`config.mk`:
```
export PLATFORM = sky130hd
export DESIGN_NAME = feistel_decrypt
export DESIGN_NICKNAME = d
export VERILOG_FILES = /design/src/rtl/feistel_decrypt.sv
export SDC_FILE = /design/constraint.sdc
export NUM_CORES = 1
export LEC_CHECK = 0
export BUFFER_PORTS_ARGS = -buffer_cell sky130_fd_sc_hd__buf_2
export CAP_MARGIN = 10
export CORE_MARGIN = 2
export CORE_UTILIZATION = 40
export CTS_CLUSTER_SIZE = 28
export DETAILED_ROUTE_END_ITERATION = 7
export SYNTH_ARGS = -nofsm -noshare
export SYNTH_HDL_FRONTEND = slang
export SYNTH_SLANG_ARGS = --single-unit
```
`constraint.sdc`:
```
create_clock -name clk -period 8.1 [get_ports clk]
set_input_delay 1.62 -clock clk [delete_from_list [all_inputs] [get_ports clk]]
set_output_delay 1.62 -clock clk [all_outputs]
set_load 0.01 [all_outputs]
```
`src/rtl/feistel_decrypt.sv`:
```
// feistel_decrypt: Blowfish block decryption engine for the bcrypt datapath.
//
// Runs 16 Feistel rounds with the P-array consumed in reverse order (P17..P2),
// then applies the P1/P0 output whitening. S-box and P-array words come from
// two single-port synchronous SRAMs (A and B) with identical contents and
// one-cycle read latency. Each round is five cycles, so a block completes in
// 83 cycles after the accepting edge, including a one-cycle done pulse.
//
// Optional feature macro: FEISTEL_DEC_ENC_MODE_EN
//   When defined, adds input 'encrypt'. If it is high on the accepting edge,
//   the block runs forward Blowfish (P0..P15, then P16/P17 whitening) with
//   identical latency.
//
// Ports:
//   clk, reset            clock and synchronous active-high reset
//   start                 launch request, sampled only in IDLE
//   L, R                  ciphertext halves, latched on the accepting edge
//   data_out_a/_b         SRAM A/B read data (valid one cycle after address)
//   addr_a/_b             SRAM A/B word addresses (0 when not selected)
//   cs_a_l/_b_l           active-low chip selects
//   we_a_l/_b_l           write enables, tied inactive (read-only master)
//   oe_a_l/_b_l           output enables, tied active
//   resultL, resultR      plaintext halves, held until the next block completes
//   done                  one-cycle pulse when results are valid
//   busy                  high in every state except IDLE
module feistel_decrypt #(
    parameter int unsigned P_ARRAY_OFFSET = 4000
) (
    input  logic        clk,
    input  logic        reset,
    input  logic        start,
`ifdef FEISTEL_DEC_ENC_MODE_EN
    input  logic        encrypt,
`endif
    input  logic [31:0] L,
    input  logic [31:0] R,
    input  logic [31:0] data_out_a,
    input  logic [31:0] data_out_b,
    output logic [11:0] addr_a,
    output logic [11:0] addr_b,
    output logic        cs_a_l,
    output logic        cs_b_l,
    output logic        we_a_l,
    output logic        we_b_l,
    output logic        oe_a_l,
    output logic        oe_b_l,
    output logic [31:0] resultL,
    output logic [31:0] resultR,
    output logic        done,
    output logic        busy
);

    localparam logic [11:0] POff = 12'(P_ARRAY_OFFSET);

    typedef enum logic [3:0] {
        StIdle,
        StPFetch,
        StPXor,
        StS01,
        StS23,
        StRound,
        StFFetch,
        StFinal,
        StDone
    } state_e;

    state_e      state_q, state_d;
    logic [31:0] xl_q, xl_d;
    logic [31:0] xr_q, xr_d;
    logic [31:0] f_q, f_d;
    logic [4:0]  i_q, i_d;
    logic [31:0] result_l_q, result_l_d;
    logic [31:0] result_r_q, result_r_d;
    logic        enc_q, enc_d;
    logic        enc_in;
    logic        last_round;

`ifdef FEISTEL_DEC_ENC_MODE_EN
    assign enc_in = encrypt;
`else
    assign enc_in = 1'b0;
`endif

    // Decryption walks P17 down to P2; encryption walks P0 up to P15.
    assign last_round = enc_q ? (i_q == 5'd15) : (i_q == 5'd2);

    always_ff @(posedge clk) begin
        if (reset) begin
            state_q    <= StIdle;
            xl_q       <= '0;
            xr_q       <= '0;
            f_q        <= '0;
            i_q        <= '0;
            result_l_q <= '0;
            result_r_q <= '0;
            enc_q      <= 1'b0;
        end else begin
            state_q    <= state_d;
            xl_q       <= xl_d;
            xr_q       <= xr_d;
            f_q        <= f_d;
            i_q        <= i_d;
            result_l_q <= result_l_d;
            result_r_q <= result_r_d;
            enc_q      <= enc_d;
        end
    end

    always_comb begin
        state_d    = state_q;
        xl_d       = xl_q;
        xr_d       = xr_q;
        f_d        = f_q;
        i_d        = i_q;
        result_l_d = result_l_q;
        result_r_d = result_r_q;
        enc_d      = enc_q;
        addr_a     = '0;
        addr_b     = '0;
        cs_a_l     = 1'b1;
        cs_b_l     = 1'b1;

        unique case (state_q)
            StIdle: begin
                if (start) begin
                    xl_d    = L;
                    xr_d    = R;
                    enc_d   = enc_in;
                    i_d     = enc_in ? 5'd0 : 5'd17;
                    state_d = StPFetch;
                end
            end
            StPFetch: begin
                addr_a  = POff + {7'd0, i_q};
                cs_a_l  = 1'b0;
                state_d = StPXor;
            end
            StPXor: begin
                xl_d    = xl_q ^ data_out_a;
                state_d = StS01;
            end
            StS01: begin
                addr_a  = {4'd0, xl_q[31:24]};
                addr_b  = 12'd256 + {4'd0, xl_q[23:16]};
                cs_a_l  = 1'b0;
                cs_b_l  = 1'b0;
                state_d = StS23;
            end
            StS23: begin
                f_d     = data_out_a + data_out_b;
                addr_a  = 12'd512 + {4'd0, xl_q[15:8]};
                addr_b  = 12'd768 + {4'd0, xl_q[7:0]};
                cs_a_l  = 1'b0;
                cs_b_l  = 1'b0;
                state_d = StRound;
            end
            StRound: begin
                // F completes here: ((S0 + S1) ^ S2) + S3, folded with the swap.
                xl_d = xr_q ^ ((f_q ^ data_out_a) + data_out_b);
                xr_d = xl_q;
                if (last_round) begin
                    state_d = StFFetch;
                end else begin
                    i_d     = enc_q ? (i_q + 5'd1) : (i_q - 5'd1);
                    state_d = StPFetch;
                end
            end
            StFFetch: begin
                addr_a  = POff + (enc_q ? 12'd16 : 12'd1);
                addr_b  = POff + (enc_q ? 12'd17 : 12'd0);
                cs_a_l  = 1'b0;
                cs_b_l  = 1'b0;
                state_d = StFinal;
            end
            StFinal: begin
                // Crossing xr/xl here undoes the swap of the last round.
                result_l_d = xr_q ^ data_out_b;
                result_r_d = xl_q ^ data_out_a;
                state_d    = StDone;
            end
            StDone: begin
                state_d = StIdle;
            end
            default: begin
                state_d = StIdle;
            end
        endcase
    end

    assign resultL = result_l_q;
    assign resultR = result_r_q;
    assign done    = (state_q == StDone);
    assign busy    = (state_q != StIdle);
    assign we_a_l  = 1'b1;
    assign we_b_l  = 1'b1;
    assign oe_a_l  = 1'b0;
    assign oe_b_l  = 1'b0;

endmodule

```
## Word-level counts from Yosys, hierarchy flattened

Cells that the tools add are included.
Widths: inputs -> output; s select.

| storage, ports and cells | value |
|---|---|
| input bits | 131 |
| logic and storage cells | 52 |
| output and inout bits | 96 |
| bits in registers | 169 |

| cells by class | value |
|---|---|
| multiplexer cells | 14 |
| equality and inequality tests | 11 |
| reduce and logical (&&, ||, !) cells | 9 |
| bitwise operators | 4 |
| add/sub/neg operators | 7 |

Operator list:

| operator | number |
|---|---|
| $xor 32x32->32 | 4 |
| $pmux 32 s3 | 1 |
| $add 32x32->32 | 2 |
| $mux 32 | 2 |
| $pmux 32 s2 | 1 |
| $pmux 12 s4 | 1 |
| $pmux 12 s3 | 1 |
| $pmux 4 s8 | 1 |
| $add 10x8->11 const A | 2 |
| $eq 4x3->1 const B | 4 |
| $add 9x8->10 const A | 1 |
| $mux 5 | 2 |
| $pmux 5 s2 | 1 |
| $add 8x6->9 const A | 1 |
| $eq 4x2->1 const B | 2 |
| $eq 5x2->1 const B | 1 |
| $sub 5x1->5 const B | 1 |
| $eq 4x1->1 const B | 1 |
| $eq 4x4->1 const B | 1 |
| $logic_not 4->1 | 1 |
| $mux 4 | 1 |
| $ne 2x2->1 const B | 2 |
| $reduce_and 2->1 | 2 |
| $reduce_bool 4->1 | 1 |
| other kinds (7) | 8 |

## Depth between registers and ports, before layout

Gate-level depths: netlist of the first run.

| depth | value |
|---|---|
| word-level depth | 4 |
| gate-level depth with buffers | 12 |
| depth with buffers taken out | 12 |

## Worst setup path after synthesis of the first run

OpenSTA, ideal clock, no wires.

| path | value |
|---|---|
| kind | in2reg |
| from | in data_out_a[0] |
| to | reg f_q[30] |
| required time | 8038 ps |
| buffers on the path | 0 |
| arrival | 4018 ps |
| setup time | 62 ps |
| slack | 4020 ps |
| cell stages on the path | 12 |
| cells stage by stage | ha_1 > inv_1 > fa_1 > nor2b_2 > o211ai_1 > a211o_1 > a21oi_4 > a21oi_2 > a31o_1 > o21a_1 > or4_1 > nand3_1 |

| between the ends | value |
|---|---|
| word-level cells in the longest chain between the ends | 1 |

RTL lines:

| element | RTL line | RTL |
|---|---|---|
| from (decl) | 37 | `input logic [31:0] data_out_a,` |
| $add 32x32->32 | 150 | `f_d = data_out_a + data_out_b;` |
| to (signal assigned) | 92 | `f_q <= '0;` |
| to (signal assigned) | 101 | `f_q <= f_d;` |
| to (decl) | 70 | `logic [31:0] f_q, f_d;` |

Every way passes these cells.
A chain may end at the register's enable or synchronous reset.

## Worst setup path after layout of the first run

| path | value |
|---|---|
| from | reg state_q[1] |
| to | out addr_a[1] |

| between the ends | value |
|---|---|
| word-level cells in the longest chain between the ends | 2 |
| elaborated cells between the ends (all ways) | 5 |
| classes of those cells | 4 x eq/ne; 1 x mux |

RTL lines:

| element | RTL line | RTL |
|---|---|---|
| from (decl) | 67 | `state_e state_q, state_d;` |
| from (signal assigned) | 89 | `state_q <= StIdle;` |
| from (signal assigned) | 98 | `state_q <= state_d;` |
| $eq 4x3->1 (tied with other cells) | 123 | `unique case (state_q)` |
| $pmux 12 s4 * | 123 |  |
| to (decl) | 39 | `output logic [11:0] addr_a,` |

Mark *: on every way between the ends. The rest lies on a longest branch, timed or not.

==> metrics.txt, run 1 <==
outcome complete, no violations; EDFF count, synth 0; CP peak stage delay between 0.8 and 0.9 ns; Post-DP HPWL around 28 mm; DR iter-0 viols approximately 1200; Area Growth Syn to Fin 17.7%; count of final hold-check violations 0; initial antenna violation count 1; vias in the first global route around 10000; # clock sinks 169; Hold Startpoint f_q[29]; WP buf/inv 1; Total GRT Usage a little over a quarter; worst path arrival time approximately 2.7 ns; Max Slew Vio Count 0; Cell variety after synth ~70; Wirelength per Cell 20.3 um; DRC violations left 0; simple-gate share of the synthesized area approximately 16%; CORE AREA roughly 27000 um^2; multiplexer share of the synthesized area less than 1%; Post-Syn Area per Cell approximately 8 um^2; CTS H-tree depth 4; r2r startpoint f_q[0]; Via density approximately 5.7; Worst-Margin Slew 1.11 ns; WP data required about 6.5 ns; Final #Nets roughly 1700; Synth Register Bits 169; post-place setup slack 3.45 ns; power per cell area ~190 nW/um^2; Synth Area in Adders 8.29%; most frequent CP cell nand2_1; final setup TNS 0 ns; Clock transition at path regs roughly 0.07 ns; Slowest cell on crit path nor3_2; pin count of the biggest net entering global routing 81; Pre-antenna DRT Iters 5; Setup Crit Path Kind flip-flop to output port; WL final about 38 mm; minimum clock period between 4 and 5 ns; Placer Congestion 0.925; RSZ-0062 raised after global routing false; slack of the critical path roughly 3.8 ns; number of buffers created by CTS 17; Die Area about 29000 um^2; clock buffer depth 2; postcts setup bufs 0; Rel. slew slack approximately a quarter; Fmax between 0.2 and 0.25 GHz; Final Skew about 0.012 ns; area of the mapped netlist around 11000 um^2; post-synthesis xor/xnor area fraction between 10% and 20%; die width approximately 170 um; Core Rows 60; post-route ant nets 0; Starting Density 40.6%; Post-Synthesis Cells roughly 1400; crit path max fanout 17; crit-path leading delay family simple AND/OR/NAND/NOR gates; Non-Filler Instances ~1900; cells along the critical path nand2_1, nor3_2, a22oi_1, nand2_1, buf_2; Hold WS approximately 0.47 ns; # hold bufs at CTS 0; # placed instances roughly 1900; root buffer cell clkbuf_16; maxcap violations 0; Syn. warnings 0; Chip Height roughly 170 um; CP Capture Type output port; via count roughly 11000; Port Buffer Count ~220; first-pass GRT wire length 58.9 mm; Hold WC Path Type flip-flop to flip-flop; crit path from state_q[1]; CTS tree done; register area share after synthesis between 30% and 40%; ys async rst share 0%; Final period util 53.0%; Final Util between 40% and 50%; # resized after CTS 0; Synth Flop Type dfxtp_1; critical path startpoint category flip-flop; largest family of logic cells by synthesized area compound AO/OA/AOI/OAI gates; leading cell type in the layout, fill and taps excluded buf_2; Final setup viols 0; most frequent cells in the layout 221 x buf_2, 169 x dfxtp_1, 151 x nor2_1; leakage approximately 5.3 nW; layout cell share with drive strength beyond 1 ~18%; worst vdd ir slightly above 0.1 mV; Overflow after GRT 0; # IOs between 200 and 250; Compound-Gate Fraction of Synth Area around a quarter; worst skew pair latency approximately 0.44 ns; fillers ~2700
-- flip-flops by register name, summed over array words and instances (netlist names) --
| name | cells |
|---|---|
| state_q | 4 |
| resultL | 32 |
| xl_q | 32 |
| i_q | 5 |
| resultR | 32 |
| xr_q | 32 |
| f_q | 32 |
-- power by group --
group / leakage (nW) / switching, mW / internal [mW]
Combinational: 3.65 / 0.361 / 0.260
Sequential: 1.38 / 0.0694 / 0.871
Clock: 0.290 / 0.391 / 0.461
-- layout make-up --
class	instances	area, um^2	share of cell area (%)
Clock buffer	17	425	3.31
Clock inverter	15	164	1.28
Antenna cell	1	2.50	0.0195
Timing Repair Buffer	235	1210	9.44
Inverter	21	78.8	0.614
Multi-Input combinational cell	1094	7140	55.6
Sequential cell	169	3380	26.4
Tap cell	341	427	3.32
-- stage by stage --
stage	area [um^2]	total power [mW]
floorplan	10900	1.36
global placement	12200	1.56
detailed placement	12200	1.57
CTS	12800	2.42
global route	12800	2.53
finish	12800	2.41
-- layer usage --
layer	vias to the layer above	routed length, um	track usage, %
met5	-	0	0
met4	0	781	7.43
met3	49	2660	5.00
met2	398	17100	41.4
met1	5111	17900	37.7
li1	5261	-	-
-- worst reg2reg max path: stages, from the launching register on --
cell      delay (ns)
dfxtp_1         0.34
xor2_1          0.15
ha_1            0.25
fa_1            0.26
nand3_1         0.13
a211oi_1        0.54
o21ai_0         0.29
nand3_1         0.14
o21ai_0         0.22
o31ai_1         0.39
a41oi_1         0.18
xnor2_1         0.19
o32ai_1         0.09
-- path summary, 6_finish.rpt --
kind,end,cells after the start,slack (ns)
setup / recovery,addr_a[1],5,3.81
hold / removal,f_q[29],2,0.47
hold reg to reg,f_q[29],2,0.47
setup reg to reg,xl_q[30],12,4.81
-- Yosys cell counts, types with 17 or more instances --
cell type	number	area, um^2
nand2_1	126	473
a21o_1	19	143
nor3_1	36	180
a211oi_1	77	578
xnor2_1	122	1070
a21oi_1	121	606
a22oi_1	30	225
ha_1	69	863
xor2_1	58	508
clkbuf_1	69	259
nand3_1	17	85.1
dfxtp_1	169	3380
o21ai_0	93	465
o21a_1	18	135
nor2_1	154	578
inv_1	20	75.1
-- kinds of logic (layout without fill, tap and decap cells) --
logic type	Yosys count	after routing
simple gates	389	389
mux	1	1
xor+xnor	180	180
compound gates	449	449
flops	169	169
fa+ha+maj	71	71
other cells	2	5
buf+inv	102	288
Power figures use the tool's default switching activity.
==> run 2: changes to the inputs <==
Clock period 8.1 ns to 3.55 ns, I/O delays scaled along.
==> run 2 against run 1 <==
Against the previous run: via count is 0.97% higher; highest routed layer unchanged; total power up 130%; sequential share of layout area is 0.45 points lower.
==> metrics.txt, run 2 (synthesis results as in run 1) <==
count of final hold-check violations 0; # clock sinks about 170; Clock transition at path regs around 0.070 ns; Max Slew Vio Count 0; DRC violations left 0; Rel. slew slack around 22%; Starting Density between 40% and 50%; Core Rows 60; Final #Nets 1769; Total GRT Usage between 20% and 30%; CTS tree done; r2r startpoint f_q[0]; die width between 150 and 200 um; Placer Congestion 0.913; layout cell share with drive strength beyond 1 19.8%; Overflow after GRT 0; worst path arrival time 3.50 ns; Setup Crit Path Kind input pin to flip-flop; Worst-Margin Slew around 1.2 ns; Via density approximately 5.7; crit path from data_out_a[0]; worst skew pair latency between 0.4 and 0.5 ns; Pre-antenna DRT Iters 5; Area Growth Syn to Fin 19.8%; clock buffer depth 2; minimum clock period about 3.2 ns; Chip Height 169 um; most frequent cells in the layout 221 x buf_2, 169 x dfxtp_1, 151 x nor2_1; reg2reg path depth 13; # IOs roughly 230; first-pass GRT wire length just under 60 mm; root buffer cell clkbuf_16; outcome complete, no violations; CP Capture Type flip-flop; DR iter-0 viols about 1000; leakage 5.45 nW; leading cell type in the layout, fill and taps excluded buf_2; post-route ant nets 0; Final setup viols 0; CTS H-tree depth 4; Ant. Diodes 0; initial antenna violation count 0; critical path startpoint category input pin; power per cell area about 420 nW/um^2; WL final 38.8 mm; worst vdd ir between 0.2 and 0.25 mV; crit path max fanout 3; CORE AREA between 20000 and 30000 um^2; crit path to xl_q[30]; Fmax between 0.3 and 0.4 GHz; Port Buffer Count 222; Final Skew about 0.013 ns; WP data required 3.83 ns; Total Power 5.55 mW; Post-DP HPWL 29.5 mm; postcts setup bufs 0; Non-Filler Instances between 1500 and 2000; # resized after CTS 0; Die Area about 29000 um^2; # hold bufs at CTS 0; # placed instances approximately 1900; via count between 10000 and 15000; vias in the first global route 10300; reg-to-reg endpoint xl_q[30]; Final period util around nine tenths; Hold WC Path Type flip-flop to flip-flop; Wirelength per Cell 20.2 um; RSZ-0062 raised after global routing false; maxcap violations 0; number of buffers created by CTS 17; pin count of the biggest net entering global routing 83; r2r setup slk ~0.37 ns
run 2: layout make-up:
type	instances	area [um^2]
fill	2742	13800
multi-input combinational	1094	7140
sequential	169	3380
timing repair buffer	264	1440
clock buffer	19	443
tap	341	427
clock inverter	13	144
inverter	21	78.8
run 2: worst min-delay path by stage:
stage	end	from	depth (start not counted)
CTS	f_q[25]	f_q[25]	2
finish	f_q[25]	f_q[25]	2
global placement	f_q[29]	f_q[29]	2
detailed placement	f_q[25]	f_q[25]	2
global route	xr_q[31]	xr_q[31]	2
floorplan	f_q[6]	f_q[6]	2
run 2: critical path, stage by stage:
cell and delay [ns]:
buf_2 0.11, xor2_1 0.15, ha_1 0.22, fa_1 0.21
nand3_1 0.13, a211oi_1 0.54, o21ai_0 0.28, nand3_1 0.14
o21ai_0 0.11, buf_4 0.16, o31ai_1 0.31, a41oi_1 0.18
xnor2_1 0.17, o32ai_1 0.08
run 2: per-layer routing:
metal	vias to the layer above	wire length [um]	share of wire, %	track usage [%]
li1	5296	-	-	-
met1	5149	18300	47	38.3
met2	431	16900	44	41.3
met3	48	2750	7.1	4.21
met4	0	840	2.2	8.06
met5	-	0	0	0
run 2: power breakdown:
part / switching (mW) / internal [mW]
combinational: 0.836 / 0.629
sequential: 0.158 / 1.99
clock: 0.871 / 1.06
total: 1.87 / 3.68
run 2: stage by stage:
step | setup slack, ns | utilization [%] | hold WS (ns) | area (um^2) | TNS [ns]
detailed placement | -0.0785 | 46.4 | 0.458 | 12500 | -0.120
finish | 0.330 | 48.6 | 0.464 | 13100 | 0
global placement | -0.0571 | 46.4 | 0.454 | 12500 | -0.0711
CTS | 0.355 | 48.6 | 0.466 | 13100 | 0
floorplan | 0.380 | - | 0.444 | 10900 | 0
global route | 0.0622 | 48.6 | 0.485 | 13100 | 0
